===== config.mk =====
export PLATFORM = sky130hd
export DESIGN_NAME = vedic_mult_pipe_flat
export DESIGN_NICKNAME = d
export VERILOG_FILES = /design/src/rtl/vedic_mult_pipe_if.sv /design/src/rtl/vedic_mult_pipe.sv /design/src/flat_wrapper.sv
export SDC_FILE = /design/constraint.sdc
export NUM_CORES = 2
export LEC_CHECK = 0
export CORE_MARGIN = 1.5
export CORE_UTILIZATION = 65
export DETAILED_ROUTE_END_ITERATION = 8
export DONT_BUFFER_PORTS = 1
export HOLD_SLACK_MARGIN = 0.02
export PLACE_DENSITY_LB_ADDON = 0.15
export SLEW_MARGIN = 20
export SYNTH_ARGS = -nofsm -noshare
export SYNTH_HDL_FRONTEND = slang
export SYNTH_SLANG_ARGS = --single-unit
export TNS_END_PERCENT = 10

===== constraint.sdc =====
create_clock -name clk -period 146.2 [get_ports clk]
set_input_delay 36.55 -clock clk [delete_from_list [all_inputs] [get_ports clk]]
set_output_delay 36.55 -clock clk [all_outputs]
set_load 0.01 [all_outputs]

===== src/rtl/vedic_mult_pipe_if.sv =====
// vedic_mult_pipe_if: operand/result valid-ready channel of vedic_mult_pipe.
//   master: drives in_valid, a, b, sgn, tag_in, out_ready; sees in_ready, out_valid, result, tag_out, occupancy
//   slave : the multiplier side of the same signals
interface vedic_mult_pipe_if #(
  parameter int WIDTH = 16,
  parameter int TAG_W = 8
);
  localparam int LAT = 3 + 3 * $clog2(WIDTH / 2);
  localparam int OCC_W = $clog2(LAT + 1);
  logic in_valid;
  logic in_ready;
  logic [WIDTH-1:0] a;
  logic [WIDTH-1:0] b;
  logic sgn;
  logic [TAG_W-1:0] tag_in;
  logic out_valid;
  logic out_ready;
  logic [2*WIDTH-1:0] result;
  logic [TAG_W-1:0] tag_out;
  logic [OCC_W-1:0] occupancy;
  modport master (
    output in_valid, a, b, sgn, tag_in, out_ready,
    input in_ready, out_valid, result, tag_out, occupancy
  );
  modport slave (
    input in_valid, a, b, sgn, tag_in, out_ready,
    output in_ready, out_valid, result, tag_out, occupancy
  );
endinterface


===== src/rtl/vedic_mult_pipe.sv =====
// vedic_mult_pipe: pipelined Urdhva-Tiryagbhyam multiplier, signed/unsigned per op, tagged, valid/ready.
//   clk, reset (sync, active-high); bus (slave): in_valid/in_ready/a/b/sgn/tag_in in,
//   out_valid/out_ready/result/tag_out out, occupancy = operations in flight.
module vedic_node #(
  parameter int N = 2
) (
  input  logic         clk,
  input  logic         en,
  input  logic [N-1:0] a_i,
  input  logic [N-1:0] b_i,
  output logic [2*N-1:0] p_o
);
  if (N == 2) begin : g_base
    logic [3:0] p_q;
    always_ff @(posedge clk)
      if (en) p_q <= 4'(a_i) * 4'(b_i);
    assign p_o = p_q;
  end else begin : g_split
    localparam int H = N / 2;
    localparam int M = N + 2;
    logic [N-1:0] hh, ll, hl, lh, hh_a, ll_a, hh_b;
    logic [M-1:0] mid_a, mid_b;
    logic [H-1:0] ll_b;
    logic [2*N-1:0] p_q;
    vedic_node #(.N(H)) u_hh (.clk(clk), .en(en), .a_i(a_i[N-1:H]), .b_i(b_i[N-1:H]), .p_o(hh));
    vedic_node #(.N(H)) u_ll (.clk(clk), .en(en), .a_i(a_i[H-1:0]), .b_i(b_i[H-1:0]), .p_o(ll));
    vedic_node #(.N(H)) u_hl (.clk(clk), .en(en), .a_i(a_i[N-1:H]), .b_i(b_i[H-1:0]), .p_o(hl));
    vedic_node #(.N(H)) u_lh (.clk(clk), .en(en), .a_i(a_i[H-1:0]), .b_i(b_i[N-1:H]), .p_o(lh));
    // Three stages per level: cross sum, fold in lo*lo carry, assemble (top carry dropped).
    always_ff @(posedge clk)
      if (en) begin
        hh_a  <= hh;
        ll_a  <= ll;
        mid_a <= M'(hl) + M'(lh);
        hh_b  <= hh_a;
        ll_b  <= ll_a[H-1:0];
        mid_b <= mid_a + M'(ll_a >> H);
        p_q   <= {hh_b + N'(mid_b >> H), mid_b[H-1:0], ll_b};
      end
    assign p_o = p_q;
  end
endmodule

module vedic_mult_pipe #(
  parameter int WIDTH = 16,
  parameter int TAG_W = 8
) (
  input logic clk,
  input logic reset,
  vedic_mult_pipe_if.slave bus
);
  localparam int LAT = 3 + 3 * $clog2(WIDTH / 2);
  localparam int OCC_W = $clog2(LAT + 1);
  logic en, acc, neg_d;
  logic [WIDTH-1:0] ua_d, ub_d, ua_q, ub_q;
  logic [2*WIDTH-1:0] mag, res_d, res_q;
  logic [LAT-1:0] v_q;
  logic [LAT-2:0] neg_q;
  logic [TAG_W-1:0] tag_q [LAT-1];
  logic [TAG_W-1:0] tag_o_q;
  logic [OCC_W-1:0] occ_d, occ_q;
  always_comb begin
    en    = ~(v_q[LAT-1] & ~bus.out_ready);
    acc   = bus.in_valid & en;
    ua_d  = bus.sgn & bus.a[WIDTH-1] ? -bus.a : bus.a;
    ub_d  = bus.sgn & bus.b[WIDTH-1] ? -bus.b : bus.b;
    neg_d = bus.sgn & (bus.a[WIDTH-1] ^ bus.b[WIDTH-1]);
    res_d = neg_q[LAT-2] ? -mag : mag;
    occ_d = occ_q + OCC_W'(acc) - OCC_W'(v_q[LAT-1] & bus.out_ready);
  end
  vedic_node #(.N(WIDTH)) u_core (.clk(clk), .en(en), .a_i(ua_q), .b_i(ub_q), .p_o(mag));
  always_ff @(posedge clk)
    if (reset) begin
      v_q     <= '0;
      occ_q   <= '0;
      res_q   <= '0;
      tag_o_q <= '0;
    end else if (en) begin
      v_q     <= {v_q[LAT-2:0], acc};
      occ_q   <= occ_d;
      res_q   <= res_d;
      tag_o_q <= tag_q[LAT-2];
    end
  always_ff @(posedge clk)
    if (en) begin
      ua_q     <= ua_d;
      ub_q     <= ub_d;
      neg_q    <= {neg_q[LAT-3:0], neg_d};
      tag_q[0] <= bus.tag_in;
      for (int i = 1; i < LAT - 1; i++) tag_q[i] <= tag_q[i-1];
    end
  assign bus.in_ready  = en;
  assign bus.out_valid = v_q[LAT-1];
  assign bus.result    = res_q;
  assign bus.tag_out   = tag_o_q;
  assign bus.occupancy = occ_q;
endmodule

===== src/flat_wrapper.sv =====
// flat-port wrapper written by rule: the top's interface ports become plain ports
module vedic_mult_pipe_flat 
#(
  parameter int WIDTH = 16,
  parameter int TAG_W = 8
)
  (clk, reset, bus_in_valid, bus_a, bus_b, bus_sgn, bus_tag_in, bus_out_ready, bus_in_ready, bus_out_valid, bus_result, bus_tag_out, bus_occupancy);
  vedic_mult_pipe_if #(.WIDTH(WIDTH), .TAG_W(TAG_W)) bus_i ();
  input logic clk;
  input logic reset;
  input wire logic [$bits(bus_i.in_valid)-1:0] bus_in_valid;
  input wire logic [$bits(bus_i.a)-1:0] bus_a;
  input wire logic [$bits(bus_i.b)-1:0] bus_b;
  input wire logic [$bits(bus_i.sgn)-1:0] bus_sgn;
  input wire logic [$bits(bus_i.tag_in)-1:0] bus_tag_in;
  input wire logic [$bits(bus_i.out_ready)-1:0] bus_out_ready;
  output wire logic [$bits(bus_i.in_ready)-1:0] bus_in_ready;
  output wire logic [$bits(bus_i.out_valid)-1:0] bus_out_valid;
  output wire logic [$bits(bus_i.result)-1:0] bus_result;
  output wire logic [$bits(bus_i.tag_out)-1:0] bus_tag_out;
  output wire logic [$bits(bus_i.occupancy)-1:0] bus_occupancy;
  assign bus_i.in_valid = bus_in_valid;
  assign bus_i.a = bus_a;
  assign bus_i.b = bus_b;
  assign bus_i.sgn = bus_sgn;
  assign bus_i.tag_in = bus_tag_in;
  assign bus_i.out_ready = bus_out_ready;
  assign bus_in_ready = bus_i.in_ready;
  assign bus_out_valid = bus_i.out_valid;
  assign bus_result = bus_i.result;
  assign bus_tag_out = bus_i.tag_out;
  assign bus_occupancy = bus_i.occupancy;
  vedic_mult_pipe #(.WIDTH(WIDTH), .TAG_W(TAG_W)) u_core (.clk(clk), .reset(reset), .bus(bus_i));
endmodule

; ---- After elaboration in Yosys (flattened, before gate mapping)
; Memory sizes are Yosys's and may differ from the RTL's. A register that Yosys moved wholly into a read port is not among the register bits.
; Index checks and enable logic that the tools add are counted.
[totals]
ram_bits = 88
output_inout_bits = 46
inputBits = 45
n_memories = 1
ff_bits = 1271
[mem_list]
columns = memory, depth, width, read_ports, rd_ports_with_merged_regs, wr, line
row1 = u_core.tag_q, 11, 8, 11, 1, 11, vedic_mult_pipe.sv:59  ; logic [TAG_W-1:0] tag_q [LAT-1];
[op_classes]
reduce_logical = 1
bitwise_logic = 9
add_sub_neg = 68
mul = 64
muxes = 4
[op_table]
columns = operator, n
row1 = 2-bit by 2-bit multiplier with 4-bit output, 64
row2 = 6-bit by 2-bit adder with 6-bit output, 16
row3 = 4-bit by 4-bit adder with 5-bit output, 16
row4 = 4-bit adder, 16
row5 = 10-bit by 4-bit adder with 10-bit output, 4
row6 = 8-bit by 8-bit adder with 9-bit output, 4
row7 = 8-bit by 6-bit adder with 8-bit output, 4
row8 = 16-bit 2-to-1 mux, 2
row9 = 32-bit 2-to-1 mux, 1
row10 = 16-bit negator, 2
row11 = 32-bit negator, 1
row12 = 18-bit by 8-bit adder with 18-bit output, 1
row13 = 16-bit by 16-bit adder with 17-bit output, 1
row14 = 16-bit by 10-bit adder with 16-bit output, 1
row15 = 1-bit AND, 6
row16 = 4-bit by 1-bit adder with 4-bit output, 1
row17 = 4-bit subtractor, 1
row18 = 1-bit NOT, 2
row19 = 1-bit logical NOT, 1
row20 = 1-bit 2-to-1 mux, 1
row21 = 1-bit XOR, 1

; ---- Logic depth before layout (Yosys ltp)
[depth]
depth_word = 6
mapped_depth = 11

; ---- Cells and area by module
; A second synthesis with hierarchy kept.
[hier_totals]
hier_cells = 3409
area_unflattened_um2 = 56060.0
[by_module_without_submodules]
columns = module, n_inst, cells_each, area_each_um2
row1 = vedic_node at u_core.u_core.g_split.u_hh.g_split.u_hh ..., 16, 72, 1338.8
row2 = vedic_node at u_core.u_core.g_split.u_hh.g_split.u_hh.g_split.u_hh ..., 64, 10, 170.2
row3 = vedic_node at u_core.u_core.g_split.u_hh ..., 4, 168, 2706.3
row4 = vedic_mult_pipe, 1, 577, 7404.6
row5 = vedic_node at u_core.u_core, 1, 368, 5519.0

; ---- Worst setup path after synthesis
; Ideal clock, no wire load.
[synth_path]
path_kind = input port to output port
from = in bus_out_ready
to = out bus_in_ready
setup_slack_ns = 37.770
arrival_time_ns = 71.880
path_stages = 4
cell_sequence = nor2b_1 inv_1 clkbuf_1 clkbuf_1
[synth_between]
elab_chain_len = 3
[synth_rtl]
columns = element, line
row1 = start: declaration, flat_wrapper.sv:16  ; input wire logic [$bits(bus_i.out_ready)-1:0] bus_out_ready;
row2 = 1-bit NOT, vedic_mult_pipe.sv:63  ; en = ~(v_q[LAT-1] & ~bus.out_ready);
row3 = 1-bit AND, vedic_mult_pipe.sv:63
row4 = 1-bit NOT, vedic_mult_pipe.sv:63
row5 = end: declaration, flat_wrapper.sv:17  ; output wire logic [$bits(bus_i.in_ready)-1:0] bus_in_ready;
; Every way passes these cells.

; ---- Worst setup path in the final report
; Ends and elaborated chain as after synthesis.

==> impl_summary.txt <==
----------------------------------------------------
[Floorplanning]
  IO Count ... 91
  Row cnt ... 106
  Initial cell density of the core ... 0.6597
  Floorplan die height ... 294.9 um
  Die area ... 86970 um^2
  Horizontal die dimension ... 294.9 um
  Placeable core region ... 83950 um^2

[Place]
  Worst setup timing slack at the placement stage ... 72.32 ns
  Post-detailed-placement half-perimeter wirelength ... 56.07 mm
  Number of port buffers ... 0
  Cell count after placement ... 4415
  Final GP Congestion ... 0.8152

[Timing]
  Period utilization ... 0.5053
  Slew at the pin closest to its max-slew limit ... 1.118 ns
  Post-layout worst setup margin ... 72.33 ns
  Maximum clock skew at final layout ... 0.01644 ns
  Hold Fails Final Rpt ... 0
  Count of pins over their slew limit ... 0
  Min Tclk post-route ... 73.87 ns
  Max Freq ... 0.01354 GHz
  Fin Setup TNS ... 0 ns
  Final number of setup-violating endpoints ... 0
  RSZ-0062 raised after global routing ... no
  Headroom to the max-slew limit ... 0.2546
  Final hold slack ... 0.4111 ns

[Critical path]
  Launch point of the worst path ... bus_out_ready
  Slowest library cell on the worst path ... sky130_fd_sc_hd__buf_4
  Largest delay contributor family on the critical path ... buffers and inverters
  Worst endpoint data arrival time ... 37.32 ns
  Crit end category ... output port
  Critical Path Fanout Max ... 64
  Count of cells along the worst register-to-register path ... 6
  Peak per-stage delay on the critical path ... 0.37 ns
  Startpoint Class ... input port
  CP cell instances ... nor2b_2 -> buf_4 -> inv_8
  Startpoint of the most critical register-to-register path ... u_core.v_q[11]
  Slack of the worst reg-to-reg path ... 141.88 ns
  Required time of the critical path ... 109.65 ns
  Crit path buf inv count ... 2
  Number of stages on the worst setup path ... 3
  Critical path class ... input port to output port
  Capture point of the worst path ... bus_in_ready

[Synthesis]
  Dominant cells by area after synthesis ... sky130_fd_sc_hd__edfxtp_1, sky130_fd_sc_hd__ha_1, sky130_fd_sc_hd__and2_1, sky130_fd_sc_hd__xnor2_1, sky130_fd_sc_hd__fa_1
  Cell Area, Synth ... 55390 um^2
  Average footprint of a synthesized cell ... 16.66 um^2
  Instance count of the mapped netlist ... 3325
  Syn nets ... 3819
  Primary FF master, synth ... sky130_fd_sc_hd__edfxtp_1
  Part of the Yosys area used for sequential elements ... 0.7196
  Async set-reset flop share out of synthesis ... 0
  Number of synthesized flops with an enable pin ... 1290
  Synth Register Bits ... 1346
  Largest area contributor in the synthesized netlist ... sky130_fd_sc_hd__edfxtp_1
  Synth unique cells ... 57
  Fraction of post-synthesis cell area in the top cell type by area ... 0.6994
  Synthesis warning total ... 0

[Detailed routing]
  WL/cell ... 18.84 um
  Total DRC errors in the routed layout ... 0
  Number of detailed-routing iterations run before antenna repair ... 5
  Wire length reported by the detailed router ... 87.82 mm
  Antenna-violating nets left ... 0
  Vias after detailed routing ... 26290
  Drt initial violations ... 1713
  Via density per instance ... 5.640

[Job]
  Max-cap violations ... 0

[Finish]
  Area overhead of the layout relative to synthesis ... 10.51%
  Layout filler cell count ... 5004
  Commonest non-fill, non-tap cells in the layout ... sky130_fd_sc_hd__edfxtp_1, sky130_fd_sc_hd__ha_1, sky130_fd_sc_hd__and2_1
  Final #Nets ... 3913
  Utilization of the core after routing ... 0.7291
  Most common cell after layout, fill and taps aside ... sky130_fd_sc_hd__edfxtp_1
  Proportion of layout cells with a drive suffix above 1 ... 0.06271
  Post-Layout Cell Count ... 4661

[Clock network]
  CTS Sinks ... 1346
  Clock Tree Buf Depth ... 3
  Clock transition at the registers of the reported paths ... 0.05 ns
  Post-cts sizing count ... 0
  Number of H-tree levels ... 4
  Clock tree from TritonCTS ... yes
  Hold_buf cts ... 0
  Post-CTS setup buffers ... 0
  Root buffer cell ... sky130_fd_sc_hd__clkbuf_16
  CTS Buf Count ... 135
  Worst-Skew Late Latency ... 0.71 ns

[GRT]
  Pin count of the biggest net entering global routing ... 196
  Number of antenna violations at the first check in global routing ... 3
  Wire length of the first global-routing pass ... 138.6 mm
  GRT Residual Overflow ... 0
  Overall routing resource usage ... 0.2066
  Via count of the first global-routing pass ... 26810

[Power]
  Max VDD drop ... 0.01265 mV
  Power per standard cell area ... 18.28 nW/um^2
  Total leakage power ... 25.57 nW

[Hold path]
  Hold crit path type ... register to register

[Status]
  Outcome ... complete, no violations

----------------------------------------------------
## area by class of cell
cell class	instances	area, um^2	area share
diodes	3	7.507	0.0001227
clock inverters	73	874.6	0.01429
flip-flops and latches	1346	39860	0.6512
clock buffers	169	3557	0.05812
well taps	1134	1419	0.02318
repair buffers	15	177.7	0.002903
inverters	121	461.7	0.007543
multi-input cells	1800	14850	0.2426
## where the power goes
part | internal, mW | total, mW | leakage (nW) | switching, mW
clock network | 0.199 | 0.339 | 2.12 | 0.140
registers | 0.541 | 0.590 | 15.0 | 0.0497
logic | 0.0879 | 0.189 | 8.41 | 0.101
## synthesized netlist by cell type, types with 8 or more instances
master and count:
sky130_fd_sc_hd__o31ai_1 17, sky130_fd_sc_hd__o21bai_1 10, sky130_fd_sc_hd__o21ai_1 8, sky130_fd_sc_hd__o21a_1 12
sky130_fd_sc_hd__o41ai_1 11, sky130_fd_sc_hd__nor2b_1 30, sky130_fd_sc_hd__nand3_1 33, sky130_fd_sc_hd__clkbuf_1 51
sky130_fd_sc_hd__nand2b_1 21, sky130_fd_sc_hd__inv_1 121, sky130_fd_sc_hd__nor3_1 20, sky130_fd_sc_hd__or3_1 18
sky130_fd_sc_hd__a211oi_1 22, sky130_fd_sc_hd__and2_1 264, sky130_fd_sc_hd__xnor2_1 165, sky130_fd_sc_hd__or4_1 9
sky130_fd_sc_hd__o21ai_0 79, sky130_fd_sc_hd__a21o_1 87, sky130_fd_sc_hd__and4_1 16, sky130_fd_sc_hd__a21oi_1 124
sky130_fd_sc_hd__ha_1 385, sky130_fd_sc_hd__edfxtp_1 1290, sky130_fd_sc_hd__nand2_1 130, sky130_fd_sc_hd__dfxtp_1 56
sky130_fd_sc_hd__fa_1 64, sky130_fd_sc_hd__xor2_1 122, sky130_fd_sc_hd__nor2_1 78
## per-layer routing
| metal | GRT usage | wire length (um) | vias up |
|---|---|---|---|
| met5 | 0 | 0 | - |
| met4 | 0.08813 | 2855 | 0 |
| met3 | 0.03333 | 3850 | 190 |
| met2 | 0.3404 | 42980 | 627 |
| met1 | 0.2761 | 38130 | 12920 |
| li1 | - | - | 12550 |
## through the flow
stage / power (mW) / cell area (um^2)
4_1_cts: 1.128 / 61160
6_report: 1.119 / 61210
2_1_floorplan: 0.7206 / 55390
3_3_place_gp: 0.7696 / 56730
3_5_place_dp: 0.7852 / 56730
5_1_grt: 1.173 / 61200
## cell families after synthesis
kind of cell               synth area share
xor gates and xnor gates            0.04538
AOI/OAI and AO/OA                   0.04737
buffers and inverters               0.01229
muxes                             0.0005422
and+or+nand+nor                     0.06468
DFF                                  0.7196
adders and majority gates            0.1101
## worst min-delay path by stage
stage               startpoint          endpoint  slack [ns]  cells past startpoint
6_report              register          register        0.41                      0
3_5_place_dp   u_core.neg_q[3]   u_core.neg_q[4]        0.40                      0
4_1_cts               register          register        0.41                      0
2_1_floorplan  u_core.neg_q[9]  u_core.neg_q[10]        0.40                      0
5_1_grt               register          register        0.41                      0
3_3_place_gp          register          register        0.40                      0
## registers in the layout (all words and copies together) (netlist names), 9 cells and up
name,cells
u_core.u_core.g_split.u_lh.g_split.mid_a,9
u_core.u_core.g_split.hh_b,16
u_core.u_core.g_split.ll_a,16
u_core.u_core.g_split.u_lh.p_o,16
u_core.u_core.g_split.u_ll.g_split.mid_b,10
u_core.u_core.g_split.mid_b,18
u_core.u_core.g_split.u_ll.p_o,16
u_core.u_core.g_split.u_hh.g_split.mid_a,9
u_core.bus.result,32
u_core.u_core.g_split.u_hh.p_o,16
u_core.v_q,12
u_core.u_core.g_split.u_hh.g_split.mid_b,10
u_core.u_core.g_split.u_hl.g_split.mid_b,10
u_core.ub_q,16
u_core.u_core.g_split.u_hl.g_split.mid_a,9
u_core.u_core.g_split.u_ll.g_split.mid_a,9
u_core.u_core.g_split.hh_a,16
u_core.tag_q,88
u_core.u_core.p_o,32
u_core.u_core.g_split.u_hl.p_o,16
u_core.u_core.g_split.mid_a,17
u_core.u_core.g_split.u_lh.g_split.mid_b,10
u_core.neg_q,11
u_core.ua_q,16
No activity file was read; power rests on OpenSTA's default activity.
